**config.mk**
```make
export PLATFORM = sky130hd
export DESIGN_NAME = jk_mod_counter
export DESIGN_NICKNAME = d
export VERILOG_FILES = /design/src/rtl/jk_mod_counter.sv
export SDC_FILE = /design/constraint.sdc
export NUM_CORES = 1
export LEC_CHECK = 0
export CAP_MARGIN = 10
export CORE_UTILIZATION = 27
export CTS_BUF_LIST = sky130_fd_sc_hd__clkbuf_8 sky130_fd_sc_hd__clkbuf_16
export DETAILED_ROUTE_END_ITERATION = 12
export PLACE_DENSITY = 0.57
export RECOVER_POWER = 100
export SLEW_MARGIN = 20
export SYNTH_ARGS = -nofsm -noshare
export SYNTH_HDL_FRONTEND = slang
export SYNTH_SLANG_ARGS = --single-unit
```
**constraint.sdc**
```tcl
create_clock -name input_CLK -period 4.52 [get_ports input_CLK]
set_clock_uncertainty 0.1 [all_clocks]
set_input_delay 0.678 -clock input_CLK [delete_from_list [all_inputs] [get_ports input_CLK]]
set_output_delay 0.678 -clock input_CLK [all_outputs]
set_load 0.02 [all_outputs]
```
**src/rtl/jk_mod_counter.sv**
```systemverilog
// Modulo-MOD up/down counter built from per-bit JK excitation, with parallel load,
// terminal count and registered wrap pulse. Optional Gray output: JK_MOD_COUNTER_GRAY_EN.
module jk_mod_counter #(
    parameter int WIDTH = 4,
    parameter int MOD   = 10
) (
    input  logic             input_CLK,
    input  logic             input_RSTN,
    input  logic             input_EN,
    input  logic             input_UP,
    input  logic             input_LOAD,
    input  logic [WIDTH-1:0] input_D,
    output logic [WIDTH-1:0] output_Q,
    output logic [WIDTH-1:0] output_QL,
    output logic [WIDTH-1:0] output_J,
    output logic [WIDTH-1:0] output_K,
    output logic             output_TC,
    output logic             output_CARRY
`ifdef JK_MOD_COUNTER_GRAY_EN
    ,
    output logic [WIDTH-1:0] output_G
`endif
);

    // The load bound is one bit wider than the count, as the modulus may equal 2^WIDTH.
    localparam logic [WIDTH:0]   MOD_W = (WIDTH + 1)'(MOD);
    localparam logic [WIDTH-1:0] LAST  = WIDTH'(MOD - 1);
    localparam logic [WIDTH-1:0] ZERO  = '0;
    localparam logic [WIDTH-1:0] ONE   = WIDTH'(1);

    logic [WIDTH-1:0] q_p0;
    logic             carry_p0;
    logic [WIDTH-1:0] nxt;
    logic [WIDTH-1:0] j_x;
    logic [WIDTH-1:0] k_x;
    logic             tc;

    function automatic logic [WIDTH-1:0] inc_wrap(input logic [WIDTH-1:0] v);
        if (v == LAST)
            return ZERO;
        return v + ONE;
    endfunction

    function automatic logic [WIDTH-1:0] dec_wrap(input logic [WIDTH-1:0] v);
        if (v == ZERO)
            return LAST;
        return v - ONE;
    endfunction

    function automatic logic [WIDTH-1:0] load_clamp(input logic [WIDTH-1:0] v);
        if ({1'b0, v} < MOD_W)
            return v;
        return ZERO;
    endfunction

    function automatic logic [WIDTH-1:0] to_gray(input logic [WIDTH-1:0] v);
        return v ^ (v >> 1);
    endfunction

    always_comb begin
        nxt = q_p0;
        if (input_LOAD)
            nxt = load_clamp(input_D);
        else if (input_EN)
            nxt = input_UP ? inc_wrap(q_p0) : dec_wrap(q_p0);
    end

    always_comb begin
        j_x = ~q_p0 & nxt;
        k_x = q_p0 & ~nxt;
        tc  = input_EN & ~input_LOAD &
              ((input_UP & (q_p0 == LAST)) | (~input_UP & (q_p0 == ZERO)));
    end

    // State register: JK characteristic equation per bit.
    always_ff @(posedge input_CLK or negedge input_RSTN) begin
        if (!input_RSTN) begin
            q_p0     <= '0;
            carry_p0 <= 1'b0;
        end else begin
            q_p0     <= (j_x & ~q_p0) | (~k_x & q_p0);
            carry_p0 <= tc;
        end
    end

`ifdef JK_MOD_COUNTER_GRAY_EN
    logic [WIDTH-1:0] gray_p0;

    always_ff @(posedge input_CLK or negedge input_RSTN) begin
        if (!input_RSTN)
            gray_p0 <= '0;
        else
            gray_p0 <= to_gray(nxt);
    end

    assign output_G = gray_p0;
`endif

    assign output_Q     = q_p0;
    assign output_QL    = ~q_p0;
    assign output_J     = j_x;
    assign output_K     = k_x;
    assign output_TC    = tc;
    assign output_CARRY = carry_p0;

endmodule

```
==> results <==
- From synthesis to final layout, the design area changed by 54.7%.
- The aggregate global-route resource usage is 16.0%.
- In the routed layout, each cell is associated on average with a via count of between 5 and 6.
- In this run the tool buffered the top-level ports with 26 buffer cells.
- The first-pass GRT wire length is approximately 2500 um.
- The count of fill cells added during filler insertion is approximately 200.
- In the final design database the tool counted about 110 nets.
- Entering global routing, the biggest net connects 15 pins.
- In this run the power density over the cells is just under 300 nW/um2.
- The number of CTS-inserted buffers is 3.
- For this block, the initial DRC count from the detailed router was 10.
- 0 antenna diodes ended up in the layout.
- The final setup TNS is 0 ns.
- Once layout is done, the placed cells without fillers occupy 885 um2.
- The highest clock frequency the design can meet is between 0.2 and 0.3 GHz.
- The clock drives 5 sinks.
- Detailed placement finished with a half-perimeter wire length of 1190 um.
- The detailed-router iteration count before antenna repair is 4.
- The hold buffer count at cts is 0.
- The number of max-slew violations in the final report is 0.
- The worst hold path belongs to the class in2async.
- Wires add up to roughly 1600 um.
- Counting distinct cell types in the post-synthesis netlist gives 37.
- CTS placed an instance of sky130_fd_sc_hd__clkbuf_8 at the clock tree root.
- Once routing completed, OpenROAD measured the worst setup slack at 0.693 ns.
- In the final routed layout, each cell accounts on average for between 10 and 15 um.
- The critical path class is in2out.
- The number of gates resized after CTS was 0.
- The internal power is approximately 160 uW.
- Summing all multi-input logic gate instances after layout gives 390 um2.
- The floorplan has 16 rows.
- The via count of the first global-routing pass is 581.
- The part of the power in combinational logic is ~44%.
- The residual DRC count is 0.
- The worst path arrival time is just over 3 ns.
- The initial utilization of the core area, before any placement, comes to between 20 and 30%.
- In this run the number of H-tree levels came out at 1.
- The cell area that synthesis handed to floorplanning was between 500 and 600 um2.
- The core region is slightly below 2000 um2.
- Across the run, the number of max-cap violations was 0.
- The vertical die dimension is 48.0 um.
- After layout, the worst path uses a little over four fifths of the clock period.
- Including well taps, the total number of placed cells is ~120.
- The worst setup path is launched from a primary input.
- The leakage power figure is 0.000385 uW.
- IR analysis of the VDD net gives a maximum drop of 0.0975 mV.
- After synthesis, the mean cell area works out to between 7 and 8 um2.
- At the later pin of the worst-skew pair, clock insertion delay measures approximately 0.22 ns.
- Cells with a size suffix above 1 make up roughly 6% of the layout.
- The switching power is 95.7 uW.
- Headroom to the max-slew limit came out at between 60% and 70%.
- The worst register-to-register path has a depth of 6.
- The hold violation count in the final report came to 0.
- The clock slew at the register clock pins of the worst setup and hold paths is around 0.030 ns.
- In this run switching power makes up between 30% and 40% of total power.
- The worst endpoint required time is roughly 3.7 ns.
- The number of warning messages in the yosys log is 0.
- When the netlist entered floorplanning its net count stood at 86.
- The synthesized instance count is 74.
- Counting flops and latches in the post-synthesis netlist gives 5.
- The worst setup path is captured at an output port.
- The post-placement cell area is between 800 and 900 um2.
- The routability congestion estimate from global placement is approximately 0.82.
- At the pin with the least slew margin, the transition time is between 0.5 and 0.6 ns.
- The floorplan step defined a die boundary enclosing between 2000 and 2500 um2.
- The worst slack on hold paths is 0.644 ns.
- The share of total power dissipated in the clock network is between 30% and 40%.
- The sequential share of power is about a quarter.
- The number of setup violations in the final report is 0.
- The worst setup slack before clock tree synthesis is 0.966 ns.
- The final route contains just under 700 vias.
- Of the synthesized area, sequential elements account for a little over a fifth.
- The floorplan step set the die width to about 48 um.
- TritonCTS built the clock tree.
- The count of buffers added by post-CTS timing repair for setup is 0.
- Counting along the longest clock path gives a buffer depth of 2.
- The sequential cells in the finished layout cover a total of ~130 um2.
- The total overflow left after global routing is 0.
- In this run the worst path has a maximum fanout of 10.
- The count of antenna-violating nets left after detailed routing is 0.
- The minimum clock period is between 3 and 4 ns.
- The number of standard cells in the final layout excluding fillers is about 130.
- Setup repair after global routing left no endpoint under its margin.
- The number of antenna violations at the first check in global routing is 0.
- The run finished with clean final reports.
- The top-level port count is 27.
-- stage by stage --
stage	total power [uW]	util, %
2_1_floorplan	132	-
3_3_place_gp	185	42.6
3_5_place_dp	185	42.6
4_1_cts	267	44.9
5_1_grt	275	44.6
6_report	255	44.6
-- cell usage in the layout, fill, tap and decap left out, types with 2 or more instances in the layout --
| cell | instances |
|---|---|
| sky130_fd_sc_hd__nand2_1 | 4 |
| sky130_fd_sc_hd__nor2b_1 | 2 |
| sky130_fd_sc_hd__dfrtp_1 | 5 |
| sky130_fd_sc_hd__clkbuf_8 | 3 |
| sky130_fd_sc_hd__inv_1 | 9 |
| sky130_fd_sc_hd__ha_1 | 3 |
| sky130_fd_sc_hd__dlygate4sd3_1 | 21 |
| sky130_fd_sc_hd__nor3_1 | 3 |
| sky130_fd_sc_hd__nor2_1 | 6 |
| sky130_fd_sc_hd__nor3b_1 | 4 |
| sky130_fd_sc_hd__a21oi_1 | 5 |
| sky130_fd_sc_hd__o21ai_0 | 4 |
| sky130_fd_sc_hd__o311ai_1 | 2 |
| sky130_fd_sc_hd__clkdlybuf4s50_1 | 5 |
| sky130_fd_sc_hd__and3_1 | 2 |
| sky130_fd_sc_hd__a31oi_1 | 2 |
-- state kept, by name (all words and copies together) (netlist names) --
| signal | flops |
|---|---|
| output_Q | 4 |
| output_CARRY | 1 |
-- worst max-delay path, cell delays in order --
cell and delay, ns:
sky130_fd_sc_hd__dlygate4sd3_1 0.67, sky130_fd_sc_hd__and3_1 0.23, sky130_fd_sc_hd__o21ai_0 0.22, sky130_fd_sc_hd__nor3b_1 0.41
sky130_fd_sc_hd__a32o_1 0.18, sky130_fd_sc_hd__dlygate4sd3_1 0.67
-- power by group through the flow --
stage,sequential (uW),combinational [uW],clock [uW]
6_report,63.9,112,78.8
5_1_grt,65.4,123,86.8
4_1_cts,64.3,121,81.3
3_5_place_dp,64.9,120,0
3_3_place_gp,64.9,120,0
2_1_floorplan,62.4,70.1,0
-- final timing paths --
path / from / end / slack (ns)
setup reg to reg: output_Q[0] / output_Q[1] / 2.31
hold reg to reg: output_Q[2] / output_Q[2] / 0.80
setup / recovery: input_UP / output_J[1] / 0.69
max in group asynchronous: input_RSTN / output_Q[2] / 3.49
min in group input_CLK: output_Q[2] / output_Q[2] / 0.80
hold / removal: input_RSTN / output_Q[0] / 0.64
-- cells by family (layout without fill, tap and decap cells) --
logic type / Yosys count / after routing / synth area share, %
compound gates: 25 / 25 / 32.0
xor+xnor: 1 / 1 / 1.53
fa+ha+maj: 3 / 3 / 6.57
buf+inv: 12 / 38 / 8.97
flops: 5 / 5 / 21.9
simple gates: 28 / 28 / 29.1
-- layout make-up --
cell class	count	area share (%)
multi-input cells	57	44.1
repair buffers	26	29.4
flip-flops and latches	5	14.1
clock buffers	3	4.67
well taps	27	3.82
inverters	8	3.39
clock inverters	1	0.424
-- cell usage after synthesis, drive strengths merged --
cell,n,area share [%]
a21oi,5,4.4
a211oi,1,1.3
nor2,6,3.9
o211ai,1,1.3
inv,8,5.3
nand2b,1,1.1
o31a,1,1.5
a21boi,1,1.3
a31oi,2,2.2
and2b,1,1.3
nor3b,4,6.1
and2,1,1.1
nor2b,2,2.2
a31o,1,1.5
nand4b,1,1.5
o221ai,1,1.5
a311oi,1,1.5
ha,3,6.6
clkbuf,1,0.66
nor3,3,2.6
nand2,4,2.6
a2111oi,1,2.6
and3b,1,1.5
and3,2,2.2
o21ai,4,3.5
nand4,1,1.1
o22ai,1,1.1
a32o,1,1.8
o311ai,3,4.6
dfrtp,5,22
xnor2,1,1.5
or4b,1,1.8
a211o,1,1.8
buf,3,3.1
-- metal layers --
metal | track usage, % | vias to the layer above | wire [um]
met2 | 25.1 | 23 | 764
met4 | 7.78 | 0 | 16
met3 | 3.40 | 2 | 70
li1 | - | 328 | -
met5 | 0 | - | 0
met1 | 20.8 | 327 | 739
(Power assumes the default switching activity.)
==> edit 1: new RTL, config.mk and constraints unchanged <==
Build with the macro `JK_MOD_COUNTER_GRAY_EN` defined.
--- a/src/rtl/jk_mod_counter.sv
+++ b/src/rtl/jk_mod_counter.sv
@@ -1,5 +1,7 @@
 // Modulo-MOD up/down counter built from per-bit JK excitation, with parallel load,
 // terminal count and registered wrap pulse. Optional Gray output: JK_MOD_COUNTER_GRAY_EN.
+`define JK_MOD_COUNTER_GRAY_EN
+
 module jk_mod_counter #(
     parameter int WIDTH = 4,
     parameter int MOD   = 10
Formal check against the unedited RTL (old outputs only; new: output_G): equivalent (Yosys induction, for registers that start in step).
==> edit 1 against the original RTL <==
  * Clock power increased by 21%
  * Area after synthesis increased by 15%
  * Sequential cell count is 4 higher
  * Total power is 34% higher
  * Sequential power grew 72%
  * Maximum frequency is 3.1% lower
  * Sequential share of layout area increased by 8.8 points
  * Setup slack worse by 0.12 ns
  * Wire length barely moved
  * Final area rose by 11%
  * Largest power group unchanged
  * Highest routed layer unchanged
==> edit 1: results (changes against the original RTL) <==
Yosys
  – Compound-Gate Fraction of Synth Area: 21.3% (was 31.9%)
  – Mean Syn Cell Area: 8.91 um^2 (was 7.73 um^2)
  – Syn nets: 83 (was 86)
  – Synth cell count leaders: dfrtp_1, inv_1, nor2_1 (was inv_1, nor2_1, a21oi_1, dfrtp_1)
  – Synth cell types: 33 (was 37)
  – Top cells by area, synth: dfrtp_1, xnor2_1, a221oi_4 (was dfrtp_1, ha_1, inv_1)
  – Post-Synth Adder-Cell Area: 0% (was 6.56%)

Global route
  – Vias in the first global route: 538 (was 581)
  – Largest net degree at the start of global routing: 16 (was 15)
  – Tot GR Track Use: 13.3% (was 16.0%)

Place
  – Port Buffer Count: 30 (was 26)
  – Hpwl dp: 1220 um (was 1190 um)
  – GP Congestion: 0.865 (was 0.824)

CTS
  – Worst-Skew Late Latency: 0.24 ns (was 0.22 ns)
  – Clk slew on worst S/H paths: 0.05 ns (was 0.03 ns)

Routing
  – DR WL met3: 79 um (was 70 um)
  – Metal-1 WL: 710 um (was 739 um)
  – Met2 routed WL: 769 um (was 764 um)

Finish
  – Fin nets: 111 (was 113)
  – Layout cells sized above 1: 6.93% (was 6.00%)

Setup path
  – R2r setup slk: 2.63 ns (was 2.31 ns)
  – Data arrival, critical path: 3.17 ns (was 3.05 ns)

Timing
  – Final hold slack: 0.652 ns (was 0.644 ns)

Outcome
  – Status: finished, final reports clean (unchanged)

Power and ir drop
  – VDD IR max: 0.229 mV (was 0.0975 mV)

Worst hold path
  – Hold Crit Class: flip-flop to flip-flop (was primary input to asynchronous set/reset pin)
-- edit 1: cell count changes after synthesis, sizes merged, moves of 3 or more --
cell,before,now
dfrtp,5,9
nor3b,4,0
buf,3,6
ha,3,0
o311ai,3,0
xnor2,1,4
-- edit 1: report_power, final --
part           internal, mW  switching (mW)
Combinational        0.0620          0.0738
Clock                0.0603          0.0350
Sequential           0.0925          0.0179
Total                 0.215           0.127
-- edit 1: logic make-up (layout without fill, tap and decap cells) --
kind of cell,count (synthesis),after routing
buf+inv,14,41
xor+xnor,6,6
simple gates,28,28
flops,9,9
compound gates,17,17
-- edit 1: path summary, 6_finish.rpt --
| check | cells after the start | endpoint | start |
|---|---|---|---|
| max reg2reg | 4 | output_G[1]$_DFF_PN0_ | output_Q[0]$_DFF_PN0_ |
| min reg2reg | 1 | output_CARRY$_DFF_PN0_ | output_Q[1]$_DFF_PN0_ |
| max in group asynchronous | 1 | output_Q[2]$_DFF_PN0_ | input_RSTN |
| min in group asynchronous | 1 | output_G[0]$_DFF_PN0_ | input_RSTN |
| max | 7 | output_K[3] | input_UP |
| min | 1 | output_CARRY$_DFF_PN0_ | output_Q[1]$_DFF_PN0_ |
-- edit 1: worst max-delay path, cell delays in order --
cell	delay, ns
dlygate4sd3_1	0.72
and4b_1	0.25
o21ai_1	0.15
o2111ai_1	0.13
a21oi_1	0.39
and2_1	0.19
dlygate4sd3_1	0.67
-- edit 1: final cells by class --
class,count,area [um^2],area share (%)
multi-input combinational,51,348,35.5
timing repair buffer,30,300,30.6
sequential,9,225,23.0
clock buffer,3,41.3,4.21
tap,28,35.0,3.57
inverter,7,26.3,2.68
clock inverter,1,5.00,0.510
-- edit 1: metal layers --
| metal | GRT usage, % | vias up |
|---|---|---|
| met2 | 21.0 | 23 |
| met1 | 16.9 | 275 |
| li1 | - | 304 |
| met4 | 8.11 | 0 |
| met3 | 1.79 | 4 |
| met5 | 0 | - |
-- edit 1: stage by stage --
step	cell area (um^2)	util, %	setup slack [ns]
2_1_floorplan	659	-	1.42
3_3_place_gp	942	41.8	0.770
3_5_place_dp	942	41.8	0.780
4_1_cts	988	43.8	0.766
5_1_grt	981	43.5	0.360
6_report	981	43.5	0.571
==> edit 2: new RTL, same flow settings <==
Without the edit above. Register the inputs `input_EN`, `input_UP`, `input_LOAD` and `input_D` before use, without a reset. The logic sees them one clock later.
--- a/src/rtl/jk_mod_counter.sv
+++ b/src/rtl/jk_mod_counter.sv
@@ -27,6 +27,18 @@
     localparam logic [WIDTH-1:0] LAST  = WIDTH'(MOD - 1);
     localparam logic [WIDTH-1:0] ZERO  = '0;
     localparam logic [WIDTH-1:0] ONE   = WIDTH'(1);
+
+    logic input_EN_q;
+    logic input_UP_q;
+    logic input_LOAD_q;
+    logic [WIDTH-1:0] input_D_q;
+
+    always_ff @(posedge input_CLK) begin
+        input_EN_q   <= input_EN;
+        input_UP_q   <= input_UP;
+        input_LOAD_q <= input_LOAD;
+        input_D_q    <= input_D;
+    end
 
     logic [WIDTH-1:0] q_p0;
     logic             carry_p0;
@@ -59,17 +71,17 @@
 
     always_comb begin
         nxt = q_p0;
-        if (input_LOAD)
-            nxt = load_clamp(input_D);
-        else if (input_EN)
-            nxt = input_UP ? inc_wrap(q_p0) : dec_wrap(q_p0);
+        if (input_LOAD_q)
+            nxt = load_clamp(input_D_q);
+        else if (input_EN_q)
+            nxt = input_UP_q ? inc_wrap(q_p0) : dec_wrap(q_p0);
     end
 
     always_comb begin
         j_x = ~q_p0 & nxt;
         k_x = q_p0 & ~nxt;
-        tc  = input_EN & ~input_LOAD &
-              ((input_UP & (q_p0 == LAST)) | (~input_UP & (q_p0 == ZERO)));
+        tc  = input_EN_q & ~input_LOAD_q &
+              ((input_UP_q & (q_p0 == LAST)) | (~input_UP_q & (q_p0 == ZERO)));
     end
 
     // State register: JK characteristic equation per bit.
Function: changed (Yosys sat finds a counterexample within 4 cycles, from zero or initial values and one cycle with input_RSTN low).
==> edit 2 against the original RTL <==
  * Area after synthesis up 25%
  * First-iteration DRC count up 70%
  * Setup slack better by 0.26 ns
  * Maximum frequency up 7.4%
  * Sequential cell count up 7
  * Largest cell class unchanged
  * Final area up 17%
  * Wire length up 8.4%
  * Total power up 39%
==> edit 2: results (changes against the original RTL) <==
Global route
  – Vias in the first global route: 688 (was 581)
  – Tot GR Track Use: 14.3% (was 16.0%)
  – Largest net degree at the start of global routing: 15 (unchanged)
  – Final global-route overflow total: 0 (unchanged)
  – Antenna violations before repair: 0 (unchanged)
  – Global-route wire length before repair: 2990 um (was 2520 um)

Yosys
  – Sequential area share after synthesis: 37.3% (was 21.9%)
  – YS warnings: 0 (unchanged)
  – Synth cell count leaders: inv_1, dfxtp_1, nor2_1 (was inv_1, nor2_1, a21oi_1, dfrtp_1)
  – Synth async-reset ratio: 41.7% (was 100%)
  – Syn nets: 93 (was 86)
  – Top cells by area, synth: dfxtp_1, dfrtp_1, ha_1 (was dfrtp_1, ha_1, inv_1)
  – Synth cell types: 38 (was 37)

Timing
  – Max-slew headroom at the worst pin: 62.9% (was 65.0%)
  – Setup-failing EPs final: 0 (unchanged)
  – Final slew viol count: 0 (unchanged)

CTS
  – Root buf cell: clkbuf_8 (unchanged)
  – H-tree depth: 1 (unchanged)
  – Clk slew on worst S/H paths: 0.05 ns (was 0.03 ns)
  – # resized after CTS: 0 (unchanged)
  – CTS hold repair buffers: 0 (unchanged)
  – Number of buffers created by CTS: 3 (unchanged)
  – Maximum buffer depth of the clock tree: 2 (unchanged)
  – Worst-Skew Late Latency: 0.24 ns (was 0.22 ns)
  – # Post-CTS Setup Buffers: 0 (unchanged)

Power and ir drop
  – Switch share: 31.9% (was 37.5%)
  – Pleak: 0.446 nW (was 0.385 nW)
  – VDD IR max: 0.170 mV (was 0.0975 mV)

Routing
  – Iteration-0 DRC count of the detailed router: 17 (was 10)
  – Via Count: 706 (was 680)
  – Final wirelength: 1720 um (was 1590 um)
  – DRT Pass-1 Iters: 4 (unchanged)

Finish
  – ANT cells: 0 (unchanged)
  – Fin nets: 120 (was 113)
  – Layout cells sized above 1: 6.54% (was 6.00%)
  – # fillers: 258 (was 202)

Place
  – Hpwl dp: 1380 um (was 1190 um)
  – GP Congestion: 0.734 (was 0.824)
  – Port Buffer Count: 26 (unchanged)
  – Post-placement cell area: 988 um^2 (was 845 um^2)

Setup path
  – Critical path peak fanout: 10 (unchanged)
  – Data arrival, critical path: 2.79 ns (was 3.05 ns)

Worst hold path
  – Hold Crit Class: flip-flop to flip-flop (was primary input to asynchronous set/reset pin)

Outcome
  – Status: finished, final reports clean (unchanged)

Floorplan
  – Initial Util: 28.7% (was 28.9%)
## edit 2: changes by cell type in the layout (fill, tap and decap cells not counted)
| cell | change |
|---|---|
| clkbuf_8 | +1 |
| dfxtp_1 | +7 |
| clkdlybuf4s50_1 | -5 |
| o311ai_0 | +1 |
| and2_0 | +1 |
| dlygate4sd3_1 | +5 |
| and2_1 | -1 |
| o311ai_1 | -1 |
| inv_1 | -1 |
## edit 2: stage by stage
step / std cells / util, % / setup WS (ns)
finish: 137 / 41.9 / 0.956
global route: 137 / 41.9 / 0.670
CTS: 137 / 42.1 / 1.07
detailed placement: 133 / 39.9 / 1.33
global placement: 133 / 39.9 / 1.40
floorplan: 81 / - / 1.64
## edit 2: power groups by stage
stage               clock network (mW)  registers (mW)  logic (mW)
finish                           0.116           0.132       0.106
global route                     0.126           0.135       0.116
CTS                              0.119           0.133       0.117
detailed placement                   0           0.135       0.117
global placement                     0           0.134       0.116
floorplan                            0           0.131      0.0699
## edit 2: logic make-up (layout without fill, tap and decap cells)
logic type,count (synthesis),in the layout,synth area share [%]
adders and majority gates,3,3,5.27
and+or+nand+nor,28,28,23.4
xor gates and xnor gates,1,1,1.23
DFF,12,12,37.3
AOI/OAI and AO/OA,25,25,25.7
buffers and inverters,12,38,7.21
## edit 2: worst paths after layout
| kind | from | endpoint | slack [ns] | depth (start not counted) |
|---|---|---|---|---|
| hold reg to reg | input_D_q[3]$_DFF_P_ | output_Q[3]$_DFF_PN0_ | 0.47 | 2 |
| hold / removal | input_D_q[3]$_DFF_P_ | output_Q[3]$_DFF_PN0_ | 0.47 | 2 |
| setup / recovery | output_Q[1]$_DFF_PN0_ | output_J[1] | 0.96 | 7 |
| max in group asynchronous | input_RSTN | output_Q[3]$_DFF_PN0_ | 3.45 | 1 |
| min in group asynchronous | input_RSTN | output_CARRY$_DFF_PN0_ | 0.65 | 1 |
| setup reg to reg | output_Q[1]$_DFF_PN0_ | output_Q[1]$_DFF_PN0_ | 2.49 | 6 |
## edit 2: per-layer routing
metal | global-route usage [%] | vias up | wire, um
met1 | 17.2 | 336 | 759
met5 | 0 | - | 0
met4 | 3.95 | 0 | 0
met3 | 2.87 | 0 | 90
met2 | 25.2 | 18 | 874
li1 | - | 352 | -
## edit 2: layout make-up
type | count | share of cell area [%]
clock buffer | 4 | 5.30
sequential | 12 | 25.5
multi-input combinational | 57 | 37.6
tap | 30 | 3.61
inverter | 8 | 2.89
timing repair buffer | 26 | 25.1
## edit 2: critical path, stage by stage (launching register included)
cell,delay [ns]
dfrtp_1,0.50
inv_1,0.17
ha_1,0.27
nor3b_1,0.15
o21ai_0,0.22
nor3b_1,0.37
a32o_1,0.18
dlygate4sd3_1,0.67
